**src/rtl/logic_unit_arbiter_pkg.sv**
```systemverilog
// Shared definitions for the logic-unit arbiter: opcode encodings and FSM states.
package logic_unit_arbiter_pkg;

    typedef logic [1:0] op_t;

    localparam op_t OP_AND  = 2'b00;
    localparam op_t OP_OR   = 2'b01;
    localparam op_t OP_XOR  = 2'b10;
    localparam op_t OP_NAND = 2'b11;

    typedef enum logic [1:0] {
        ST_IDLE = 2'd0,
        ST_BUSY = 2'd1,
        ST_RESP = 2'd2
    } state_t;

endpackage

```
**src/rtl/logic_unit_arbiter_shared_logic_unit.sv**
```systemverilog
// Shared WIDTH-bit two-input logic unit: per-bit primitive gates feeding an
// opcode-selected output. Purely combinational; the caller registers the result.
module shared_logic_unit
    import logic_unit_arbiter_pkg::*;
#(
    parameter int WIDTH = 8
) (
    input  op_t              op_i,
    input  logic [WIDTH-1:0] a_i,
    input  logic [WIDTH-1:0] b_i,
    output logic [WIDTH-1:0] y_o
);

    logic [WIDTH-1:0] and_w;
    logic [WIDTH-1:0] or_w;
    logic [WIDTH-1:0] xor_w;
    logic [WIDTH-1:0] nand_w;

    // One gate of each kind per bit; no carries between bits.
    for (genvar gi = 0; gi < WIDTH; gi++) begin : g_bit
        and  u_and  (and_w[gi],  a_i[gi], b_i[gi]);
        or   u_or   (or_w[gi],   a_i[gi], b_i[gi]);
        xor  u_xor  (xor_w[gi],  a_i[gi], b_i[gi]);
        nand u_nand (nand_w[gi], a_i[gi], b_i[gi]);
    end

    // Select the gate array output matching the opcode.
    always_comb begin
        y_o = and_w;
        case (op_i)
            OP_AND:  y_o = and_w;
            OP_OR:   y_o = or_w;
            OP_XOR:  y_o = xor_w;
            OP_NAND: y_o = nand_w;
            default: y_o = and_w;
        endcase
    end

endmodule

```
**src/rtl/logic_unit_arbiter.sv**
```systemverilog
// Round-robin arbiter that time-shares one registered logic unit among N
// requesters: grant, hold operands for LATENCY cycles, then pulse done with y.
module logic_unit_arbiter
    import logic_unit_arbiter_pkg::*;
#(
    parameter int N       = 4,
    parameter int WIDTH   = 8,
    parameter int LATENCY = 1
) (
    input  logic               clk,
    input  logic               rst_n,
    input  logic [N-1:0]       req,
    input  logic [2*N-1:0]     op,
    input  logic [WIDTH*N-1:0] a,
    input  logic [WIDTH*N-1:0] b,
    output logic [N-1:0]       gnt,
    output logic [N-1:0]       done,
    output logic [WIDTH-1:0]   y,
    output logic               busy
);

    localparam int PTR_W = (N > 1) ? $clog2(N) : 1;
    localparam int CNT_W = (LATENCY > 1) ? $clog2(LATENCY) : 1;

    // Unpacked views of the per-requester operand buses.
    op_t              op_arr [N];
    logic [WIDTH-1:0] a_arr  [N];
    logic [WIDTH-1:0] b_arr  [N];

    for (genvar gi = 0; gi < N; gi++) begin : g_unpack
        assign op_arr[gi] = op_t'(op[2*gi +: 2]);
        assign a_arr[gi]  = a[WIDTH*gi +: WIDTH];
        assign b_arr[gi]  = b[WIDTH*gi +: WIDTH];
    end

    state_t             state_q;
    logic [PTR_W-1:0]   ptr_q;
    logic [PTR_W-1:0]   w_q;
    logic [CNT_W-1:0]   cnt_q;
    op_t                op_q;
    logic [WIDTH-1:0]   a_q;
    logic [WIDTH-1:0]   b_q;
    logic [N-1:0]       gnt_q;
    logic [N-1:0]       done_q;
    logic [WIDTH-1:0]   y_q;
    logic               busy_q;

    // Requests at or above the pointer get first pick; otherwise wrap to the
    // lowest index. This yields the ptr, ptr+1, ... mod N search for any N.
    logic [N-1:0]       hi_mask;
    logic [N-1:0]       req_hi;
    logic [PTR_W-1:0]   win_d;
    logic [PTR_W-1:0]   ptr_d;

    for (genvar gi = 0; gi < N; gi++) begin : g_mask
        assign hi_mask[gi] = (PTR_W'(gi) >= ptr_q);
    end

    assign req_hi = req & hi_mask;

    // Priority-encode the lowest set bit of the wrapped request window.
    always_comb begin
        win_d = '0;
        if (|req_hi) begin
            for (int i = N - 1; i >= 0; i--) begin
                if (req_hi[i]) win_d = PTR_W'(i);
            end
        end else begin
            for (int i = N - 1; i >= 0; i--) begin
                if (req[i]) win_d = PTR_W'(i);
            end
        end
    end

    assign ptr_d = (win_d == PTR_W'(N - 1)) ? '0 : win_d + 1'b1;

    // The shared unit only ever sees the operands captured at grant time.
    logic [WIDTH-1:0] y_d;

    shared_logic_unit #(
        .WIDTH (WIDTH)
    ) u_unit (
        .op_i (op_q),
        .a_i  (a_q),
        .b_i  (b_q),
        .y_o  (y_d)
    );

    // FSM with all outputs registered alongside the state transition.
    always_ff @(posedge clk) begin
        if (!rst_n) begin
            state_q <= ST_IDLE;
            ptr_q   <= '0;
            w_q     <= '0;
            cnt_q   <= '0;
            op_q    <= OP_AND;
            a_q     <= '0;
            b_q     <= '0;
            gnt_q   <= '0;
            done_q  <= '0;
            y_q     <= '0;
            busy_q  <= 1'b0;
        end else begin
            case (state_q)
                ST_IDLE: begin
                    done_q <= '0;
                    gnt_q  <= '0;
                    if (|req) begin
                        w_q     <= win_d;
                        op_q    <= op_arr[win_d];
                        a_q     <= a_arr[win_d];
                        b_q     <= b_arr[win_d];
                        gnt_q   <= N'(1) << win_d;
                        ptr_q   <= ptr_d;
                        cnt_q   <= CNT_W'(LATENCY - 1);
                        busy_q  <= 1'b1;
                        state_q <= ST_BUSY;
                    end
                end
                ST_BUSY: begin
                    gnt_q <= '0;
                    if (cnt_q == '0) begin
                        done_q  <= N'(1) << w_q;
                        y_q     <= y_d;
                        state_q <= ST_RESP;
                    end else begin
                        cnt_q <= cnt_q - 1'b1;
                    end
                end
                ST_RESP: begin
                    done_q  <= '0;
                    busy_q  <= 1'b0;
                    state_q <= ST_IDLE;
                end
                default: begin
                    gnt_q   <= '0;
                    done_q  <= '0;
                    busy_q  <= 1'b0;
                    state_q <= ST_IDLE;
                end
            endcase
        end
    end

    assign gnt  = gnt_q;
    assign done = done_q;
    assign y    = y_q;
    assign busy = busy_q;

endmodule
```
**config.mk**
```make
export PLATFORM = sky130hd
export DESIGN_NAME = logic_unit_arbiter
export DESIGN_NICKNAME = d
export VERILOG_FILES = /design/src/rtl/logic_unit_arbiter_pkg.sv /design/src/rtl/logic_unit_arbiter_shared_logic_unit.sv /design/src/rtl/logic_unit_arbiter.sv
export SDC_FILE = /design/constraint.sdc
export NUM_CORES = 1
export LEC_CHECK = 0
export CAP_MARGIN = 15
export CORE_MARGIN = 4
export CORE_UTILIZATION = 30
export DETAILED_ROUTE_END_ITERATION = 10
export SLEW_MARGIN = 30
export SYNTH_ARGS = -nofsm -noshare
export SYNTH_HDL_FRONTEND = slang
export SYNTH_SLANG_ARGS = --single-unit
```
**constraint.sdc**
```tcl
create_clock -name clk -period 3 [get_ports clk]
set_input_delay 0.6 -clock clk [delete_from_list [all_inputs] [get_ports clk]]
set_output_delay 0.6 -clock clk [all_outputs]
set_load 0.02 [all_outputs]
```
# Word level (Yosys, flattened, before mapping)
# Cells that the tools add are included.
[classes]
bitwise = 36
shift = 2
eq_ne = 8
add_sub_neg = 2
reduce_logical = 11
muxes = 30
magnitude_cmp = 5
[ops]
columns = ["operator", "n"]
rows = [
  ["$bmux W8 S2", 2],
  ["$mux W8", 4],
  ["$pmux W8 S4", 1],
  ["$mux W2", 14],
  ["$reduce_and A2 Y1", 6],
  ["$not A1 Y1", 10],
  ["$and A1 B1 Y1", 8],
  ["$eq A2 B2 Y1 const B", 4],
  ["$or A1 B1 Y1", 8],
  ["$pmux W4 S2", 1],
  ["$reduce_or A4 Y1", 2],
  ["$shl A1 B2 Y4 const A", 2],
  ["$xor A1 B1 Y1", 8],
  ["$and A4 B4 Y4", 1],
  ["$bmux W2 S2", 1],
  ["$eq A2 B1 Y1 const B", 2],
  ["$ge A1 B2 Y1 const A", 2],
  ["$ge A2 B2 Y1 const A", 2],
  ["$logic_not A2 Y1", 2],
  ["$mux W4", 1],
  ["$ne A2 B2 Y1 const B", 2],
  ["$pmux W1 S2", 2],
  ["$pmux W2 S2", 1],
  ["$ge A3 B3 Y1 const B", 1],
  ["5 further kinds", 7],
]
[word_totals]
register_bits = 42
input_bits = 78

# Depth between registers and ports, before layout
# Gate-level depths: netlist of run 1.
[depth]
depth_word = 11
depth_mapped = 8
depth_no_buf = 7

# Modules after synthesis
# Synthesis of run 1 repeated with hierarchy kept, for this count alone.
[unflattened]
cells_unflattened = 306
area_unflattened_um2 = 2837.7
[modules_own_cells]
columns = ["mod", "instances", "area_each_um2", "cells_per_inst"]
rows = [
  ["logic_unit_arbiter", 1, 2284.7, 247],
  ["shared_logic_unit", 1, 553.0, 59],
]

# Least setup slack after synthesis of run 1
# Ideal clock, no wire load.
[synth_timing]
path_type = "input to register"
start = "input req[0]"
end = "register gnt_q[3] (netlist: gnt[3])"
path_slack_ps = 1183
setup_time_ps = 128
t_arrival_ps = 1690
path_stages = 8
cell_sequence = "nand2_1 or2_2 buf_2 nand3_4 inv_2 ha_1 a22oi_1 nor2_1"
[synth_between]
elab_chain_cells = 6
elab_cells_between_ends = 9
cone_classes = "shift: 1; mux: 5; bitwise: 1; reduce/logical: 2"
[synth_rtl]
columns = ["element", "line_no", "source"]
rows = [
  ["start, declared", "logic_unit_arbiter.sv:12", "input logic [N-1:0] req,"],
  ["$and A4 B4 Y4", "logic_unit_arbiter.sv:59", "assign req_hi = req & hi_mask;"],
  ["$reduce_or A4 Y1 / $mux W2 (equally long branches)", "logic_unit_arbiter.sv:64, logic_unit_arbiter.sv:66", ""],
  ["$mux W2 *", "logic_unit_arbiter.sv:64", "if (|req_hi) begin"],
  ["named net win_d[0]", "logic_unit_arbiter.sv:52", "logic [PTR_W-1:0] win_d;"],
  ["$shl A1 B2 Y4 *", "logic_unit_arbiter.sv:113", "gnt_q <= N'(1) << win_d;"],
  ["$mux W4 *", "logic_unit_arbiter.sv:108", "if (|req) begin"],
  ["$pmux W4 S2 *", "logic_unit_arbiter.sv:104", "case (state_q)"],
  ["end signal, assigned", "logic_unit_arbiter.sv:113", ""],
  ["end, declared", "logic_unit_arbiter.sv:43", "logic [N-1:0] gnt_q;"],
]
# Mark *: on every way through the listed nets, which the timed path passes. The rest lies on a longest branch.
# A chain may end at the register's enable or synchronous reset.

# Worst setup path in the final report of run 1
[layout_timing]
start = "input req[0]"
end = "register b_q[5]"
[layout_between]
elab_chain_cells = 7
elab_cells_between_ends = 11
cone_classes = "mux: 6; bitwise: 2; reduce/logical: 3"
[layout_rtl]
columns = ["element", "line_no", "source"]
rows = [
  ["$and A4 B4 Y4", "logic_unit_arbiter.sv:59", ""],
  ["$reduce_or A4 Y1 / $mux W2 (equally long branches)", "logic_unit_arbiter.sv:64, logic_unit_arbiter.sv:66", ""],
  ["$mux W2", "logic_unit_arbiter.sv:64", ""],
  ["$not A2 Y3 (not written as such)", "logic_unit_arbiter.sv:112", "b_q <= b_arr[win_d];"],
  ["$bmux W8 S2", "logic_unit_arbiter.sv:112", ""],
  ["$mux W8 (not written as such) (2 in a row)", "logic_unit_arbiter.sv:112", ""],
  ["end signal, assigned", "logic_unit_arbiter.sv:112", ""],
  ["end, declared", "logic_unit_arbiter.sv:42", "logic [WIDTH-1:0] b_q;"],
]
# Parallel ways exist; a longest one is shown, timed or not. The select of a mux whose other input is x is not followed.

==> impl_metrics.env, run 1 <==
export IMPL_post_synth_top_area_cell="dfxtp_1"
export IMPL_maxCapViolCount=0
export IMPL_layout_commonest_cell="clkdlybuf4s50_1"
export IMPL_cp_startpoint="req[0]"
export IMPL_synth_edf_count=0
export IMPL_grt_max_degree=28
export IMPL_drt_iter0_drc=74
export IMPL_synth_area_leaders="dfxtp_1 31%, mux2i_1 12%, ha_1 9.4%"
export IMPL_layout_setup_ws_ns=0.749
export IMPL_dr_pass1_iters=4
export IMPL_fin_setup_tns_ns=0
export IMPL_cts_root_buf="clkbuf_8"
export IMPL_fp_dieW_um=102
export IMPL_layout_nets=468
export IMPL_critical_path_class="input port to flop"
export IMPL_port_buffers=94
export IMPL_worst_pin_slew_ns=0.811
export IMPL_rows=34
export IMPL_seq_area_frac_synth=0.308
export IMPL_grt_pass1_wl_um=10800
export IMPL_drt_wl_total_um=6670
export IMPL_worst_setup_path_start_kind="input port"
export IMPL_fin_skew_ns=0.0107
export IMPL_fmax_mhz=444
export IMPL_ctsHoldBuffers=0
export IMPL_p_leak_nw=1.43
export IMPL_die_area_sq_um=10500
export IMPL_syn_cell_area_sq_um=2670
export IMPL_period_needed_ns=2.25
export IMPL_n_antenna_cell=0
export IMPL_ys_ff_latch=41
export IMPL_synth_nets=381
export IMPL_ir_drop_uv=145
export IMPL_drive_gt1_frac=0.105
export IMPL_grt_setup_unrepaired="false"
export IMPL_antenna_found_initial=0
export IMPL_core_sq_um=8680
export IMPL_yosys_most_used_dff="dfxtp_1"
export IMPL_vias_per_cell=4.88
export IMPL_worstPathRequired_ns=3.16
export IMPL_grt_total_usage=0.129
export IMPL_place_gp_congestion=0.738
export IMPL_finalHoldViolCount=0
export IMPL_dp_slack_ns=0.437
export IMPL_gr_total_overflow=0
export IMPL_synth_top_area_share=0.308
export IMPL_vias=2332
export IMPL_yosysUniqueCellTypes=43
export IMPL_cts_reportedPaths_clkPinSlew_ns=0.07
export IMPL_drc=0
export IMPL_status="complete, no violations"
export IMPL_worstReg2RegStart="ptr_q[1]"
export IMPL_ys_warn_count=0
export IMPL_fin_crit_sh=0.750
export IMPL_h_tree_depth=2
export IMPL_die_y_um=102
export IMPL_critPathArrivalTime_ns=2.42
export IMPL_numCtsBuffers=5
export IMPL_instances_no_fill=478
export IMPL_synth_area_per_cell_sq_um=9.43
export IMPL_insertion_delay_ns=0.29
export IMPL_min_path_type="flop to flop"
export IMPL_syn_inst=283
export IMPL_p_per_area_nw_per_um2=447
export IMPL_slew_violations=0
export IMPL_grt_pass1_vias=2309
export IMPL_ant_nets=0
export IMPL_worstPathMaxFanout=27
export IMPL_async_flop_share=0
export IMPL_max_slew_margin=0.458
export IMPL_syn_to_final_growth_pct=40.5
export IMPL_initial_core_util=0.308
export IMPL_cts_resized_gates=0
export IMPL_layout_common_cells="94 x clkdlybuf4s50_1, 41 x dfxtp_1, 31 x mux2i_1"
export IMPL_hpwlAfterDp_um=5350
export IMPL_setup_viol=0
export IMPL_ios=95
export IMPL_min_delay_start="busy"
export IMPL_clockBufferDepth=2
export IMPL_post_cts_setup_buffers=0
export IMPL_cts_sinks=41
export IMPL_wl_per_cell_um=14.0
export IMPL_place_inst=471
export IMPL_fillers=868
export IMPL_cts_tree="built"
export IMPL_crit_path_end_kind="flop"
==> power breakdown <==
| group | internal [mW] | total (mW) | switching, mW |
|---|---|---|---|
| combinational | 0.327 | 0.615 | 0.288 |
| sequential | 0.614 | 0.696 | 0.0821 |
| clock | 0.183 | 0.364 | 0.182 |
| total | 1.12 | 1.67 | 0.552 |
==> cells in the mapped netlist, types with 2 or more instances <==
library cell   n
nand3_1       18
nand2b_1       3
ha_1          20
nor2b_1       10
and4_1         6
dfxtp_1       41
a21o_1         2
nand2_1       10
clkbuf_1       8
inv_1         16
mux2i_1       31
o221ai_2      11
o211ai_1       6
o21ai_0        7
a211oi_1      16
nor2_1        17
o31a_1         6
buf_2          3
mux2_2         8
a21oi_1       14
a22oi_1        4
buf_6          5
==> stage by stage <==
step	instance area, sq um	util	total power, mW	hold WS, ns
after global routing	3750	0.432	1.80	0.505
after floorplan	2670	-	1.12	0.434
after CTS	3750	0.432	1.70	0.478
after global placement	3660	0.422	1.32	0.464
final	3750	0.432	1.67	0.472
after detailed placement	3660	0.422	1.33	0.465
==> worst max-delay path: stages <==
cell,delay [ns]
clkdlybuf4s50_1,0.48
a21o_1,0.20
a21boi_1,0.23
o21ai_2,0.14
inv_4,0.35
mux2i_1,0.29
o221ai_2,0.11
==> cells by family (layout without fill, tap and decap cells) <==
group | after synthesis | after routing | share of synthesized area
multiplexers | 39 | 39 | 0.150
buffers and inverters | 37 | 124 | 0.0699
AND/OR/NAND/NOR | 75 | 75 | 0.163
flip-flops | 41 | 41 | 0.308
AO/OA/AOI/OAI | 71 | 71 | 0.216
adder cells (fa/ha/maj) | 20 | 20 | 0.0938
==> area by class of cell <==
type                    count  area (sq um)  share of cell area
repair buffers             98           971               0.259
inverters                  19          73.8              0.0197
clock buffers               7          86.3              0.0230
multi-input cells         205          1660               0.443
flip-flops and latches     41           821               0.219
well taps                 108           135              0.0360
==> path summary, 6_finish.rpt <==
path | slack (ns) | endpoint | depth (start not counted)
setup / recovery | 0.75 | b_q[5] | 7
hold / removal | 0.47 | busy | 2
setup reg to reg | 1.15 | b_q[1] | 6
hold reg to reg | 0.47 | busy | 2
==> state kept, by name, indices dropped and copies added, names as in the netlist <==
| register | flops |
|---|---|
| gnt | 4 |
| w_q | 2 |
| ptr_q | 2 |
| a_q | 8 |
| busy | 1 |
| done | 4 |
| y | 8 |
| op_q | 2 |
| state_q | 2 |
| b_q | 8 |
==> routing by layer <==
layer	track usage	share of wire	vias to the layer above	wire length, um
met2	0.224	0.49	58	3250
met5	0	0	-	0
met4	0.0424	0.010	0	68
met3	0.0246	0.055	5	364
met1	0.161	0.45	1060	2980
li1	-	-	1209	-
Note: power is estimated with default switching activity, not from simulation.
==> run 2, diff against run 1 <==
==> constraint.sdc (replaced) <==
create_clock -name clk -period 2.1 [get_ports clk]
set_input_delay 0.42 -clock clk [delete_from_list [all_inputs] [get_ports clk]]
set_output_delay 0.42 -clock clk [all_outputs]
set_load 0.02 [all_outputs]
==> run 2 against run 1 <==
  * Die area unchanged
  * Core utilization up 2.3 points
  * Register-to-register slack worse by 0.71 ns
==> impl_metrics.env, run 2 (synthesis gave the netlist of run 1 again) <==
export IMPL_status="complete, no violations"
export IMPL_grt_total_usage=0.141
export IMPL_layout_common_cells="94 x clkdlybuf4s50_1, 41 x dfxtp_1, 31 x mux2i_1"
export IMPL_worst_pin_slew_ns=0.655
export IMPL_insertion_delay_ns=0.29
export IMPL_wl_per_cell_um=14.1
export IMPL_grt_pass1_wl_um=11700
export IMPL_drive_gt1_frac=0.149
export IMPL_drt_iter0_drc=57
export IMPL_ant_nets=0
export IMPL_port_buffers=94
export IMPL_initial_core_util=0.308
export IMPL_grt_max_degree=25
export IMPL_critPathBufInv=3
export IMPL_setup_viol=0
export IMPL_grt_pass1_vias=2560
export IMPL_period_needed_ns=1.96
export IMPL_critical_path_class="input port to flop"
export IMPL_max_slew_margin=0.563
export IMPL_cts_tree="built"
export IMPL_layout_commonest_cell="clkdlybuf4s50_1"
export IMPL_layout_setup_ws_ns=0.137
export IMPL_hpwlAfterDp_um=5690
export IMPL_vias=2453
export IMPL_cts_sinks=41
export IMPL_gr_total_overflow=0
export IMPL_dpl_instance_area_sq_um=3830
export IMPL_power_total_mw=2.62
export IMPL_fin_setup_tns_ns=0
export IMPL_p_leak_nw=1.55
export IMPL_h_tree_depth=2
export IMPL_cp_top_family="buffers and inverters"
export IMPL_worstPathMaxFanout=6
export IMPL_fp_dieW_um=102
export IMPL_reg2reg_slack_ns=0.44
export IMPL_drt_wl_total_um=6990
export IMPL_r2r_end="a_q[1]"
export IMPL_n_antenna_cell=0
export IMPL_die_area_sq_um=10500
export IMPL_antenna_found_initial=0
export IMPL_worst_setup_path_start_kind="input port"
export IMPL_cpMostUsedCell="buf_4"
export IMPL_crit_path_end_kind="flop"
export IMPL_numCtsBuffers=5
export IMPL_clockBufferDepth=2
export IMPL_finalHoldViolCount=0
export IMPL_cts_root_buf="clkbuf_8"
export IMPL_reg2reg_depth=7
export IMPL_place_inst=489
export IMPL_place_gp_congestion=0.774
export IMPL_slew_violations=0
export IMPL_crit_cells=8
export IMPL_dr_pass1_iters=4
export IMPL_cts_reportedPaths_clkPinSlew_ns=0.08
export IMPL_ir_drop_uv=244
export IMPL_worstPathRequired_ns=2.28
export IMPL_fin_skew_ns=0.00445
export IMPL_ios=95
export IMPL_p_per_area_nw_per_um2=663
export IMPL_slowest_delay_ns=0.53
export IMPL_maxCapViolCount=0
export IMPL_design_area_sq_um=3950
export IMPL_critPathArrivalTime_ns=2.14
export IMPL_fillers=858
export IMPL_crit_end="b_q[4]"
export IMPL_multi_input_area_sq_um=1660
export IMPL_die_y_um=102
export IMPL_core_sq_um=8680
export IMPL_seq_area_sq_um=821
export IMPL_fin_crit_sh=0.935
export IMPL_ctsHoldBuffers=0
export IMPL_grt_setup_unrepaired="false"
export IMPL_drc=0
export IMPL_layout_nets=486
export IMPL_post_cts_setup_buffers=0
export IMPL_vias_per_cell=4.94
export IMPL_path_cells="clkdlybuf4s50_1, buf_4, nand2_1, or2_2, nand3_4, buf_4, mux2i_1, o211ai_1"
export IMPL_cts_resized_gates=0
export IMPL_worstReg2RegStart="ptr_q[1]"
export IMPL_cp_startpoint="req[0]"
export IMPL_fmax_mhz=509
export IMPL_instances_no_fill=497
export IMPL_rows=34
export IMPL_min_path_type="flop to flop"
export IMPL_syn_to_final_growth_pct=48.1
export IMPL_slowest_stage="clkdlybuf4s50_1"
export IMPL_dp_slack_ns=-0.179
-- run 2: changes by cell type in the layout (fill, tap and decap cells not counted), sizes merged --
cell    delta
buf       +18
bufinv     +1
-- run 2: where the power goes --
| group | switching (mW) | total (mW) | internal, mW |
|---|---|---|---|
| logic | 0.452 | 0.985 | 0.533 |
| clock network | 0.273 | 0.661 | 0.388 |
| registers | 0.0973 | 0.974 | 0.877 |
| total | 0.823 | 2.62 | 1.80 |
-- run 2: stage by stage --
stage,util,hold slack (ns)
final,0.455,0.482
after global routing,0.455,0.516
after CTS,0.455,0.488
after detailed placement,0.442,0.468
after global placement,0.442,0.461
after floorplan,-,0.434
-- run 2: worst register-to-register path, delay by kind of cell, from the launching register on --
kind,cells,cell delay [ns]
buffers and inverters,2,0.27
muxes,1,0.28
DFF,1,0.38
AOI/OAI and AO/OA,4,0.62
-- run 2: how the worst min path moves through the flow --
stage | from | to | depth (start not counted) | slack, ns
detailed placement | w_q[1] | done[1] | 1 | 0.47
CTS | w_q[1] | done[2] | 2 | 0.49
finish | w_q[0] | done[2] | 1 | 0.48
floorplan | w_q[1] | done[1] | 1 | 0.43
global placement | w_q[1] | done[1] | 1 | 0.46
global route | w_q[0] | done[2] | 1 | 0.52
-- run 2: final cells by class --
class / count / share of cell area
Multi-Input combinational cell: 205 / 0.421
Timing Repair Buffer: 116 / 0.289
Sequential cell: 41 / 0.208
Tap cell: 108 / 0.0342
Clock buffer: 7 / 0.0218
Inverter: 19 / 0.0187
Clock inverter: 1 / 0.00760
-- run 2: per-layer routing --
metal | vias to the layer above | share of wire | global-route usage
met3 | 10 | 0.052 | 0.0300
met2 | 65 | 0.50 | 0.254
met5 | - | 0 | 0
li1 | 1256 | - | -
met4 | 0 | 0.015 | 0.0454
met1 | 1122 | 0.43 | 0.165
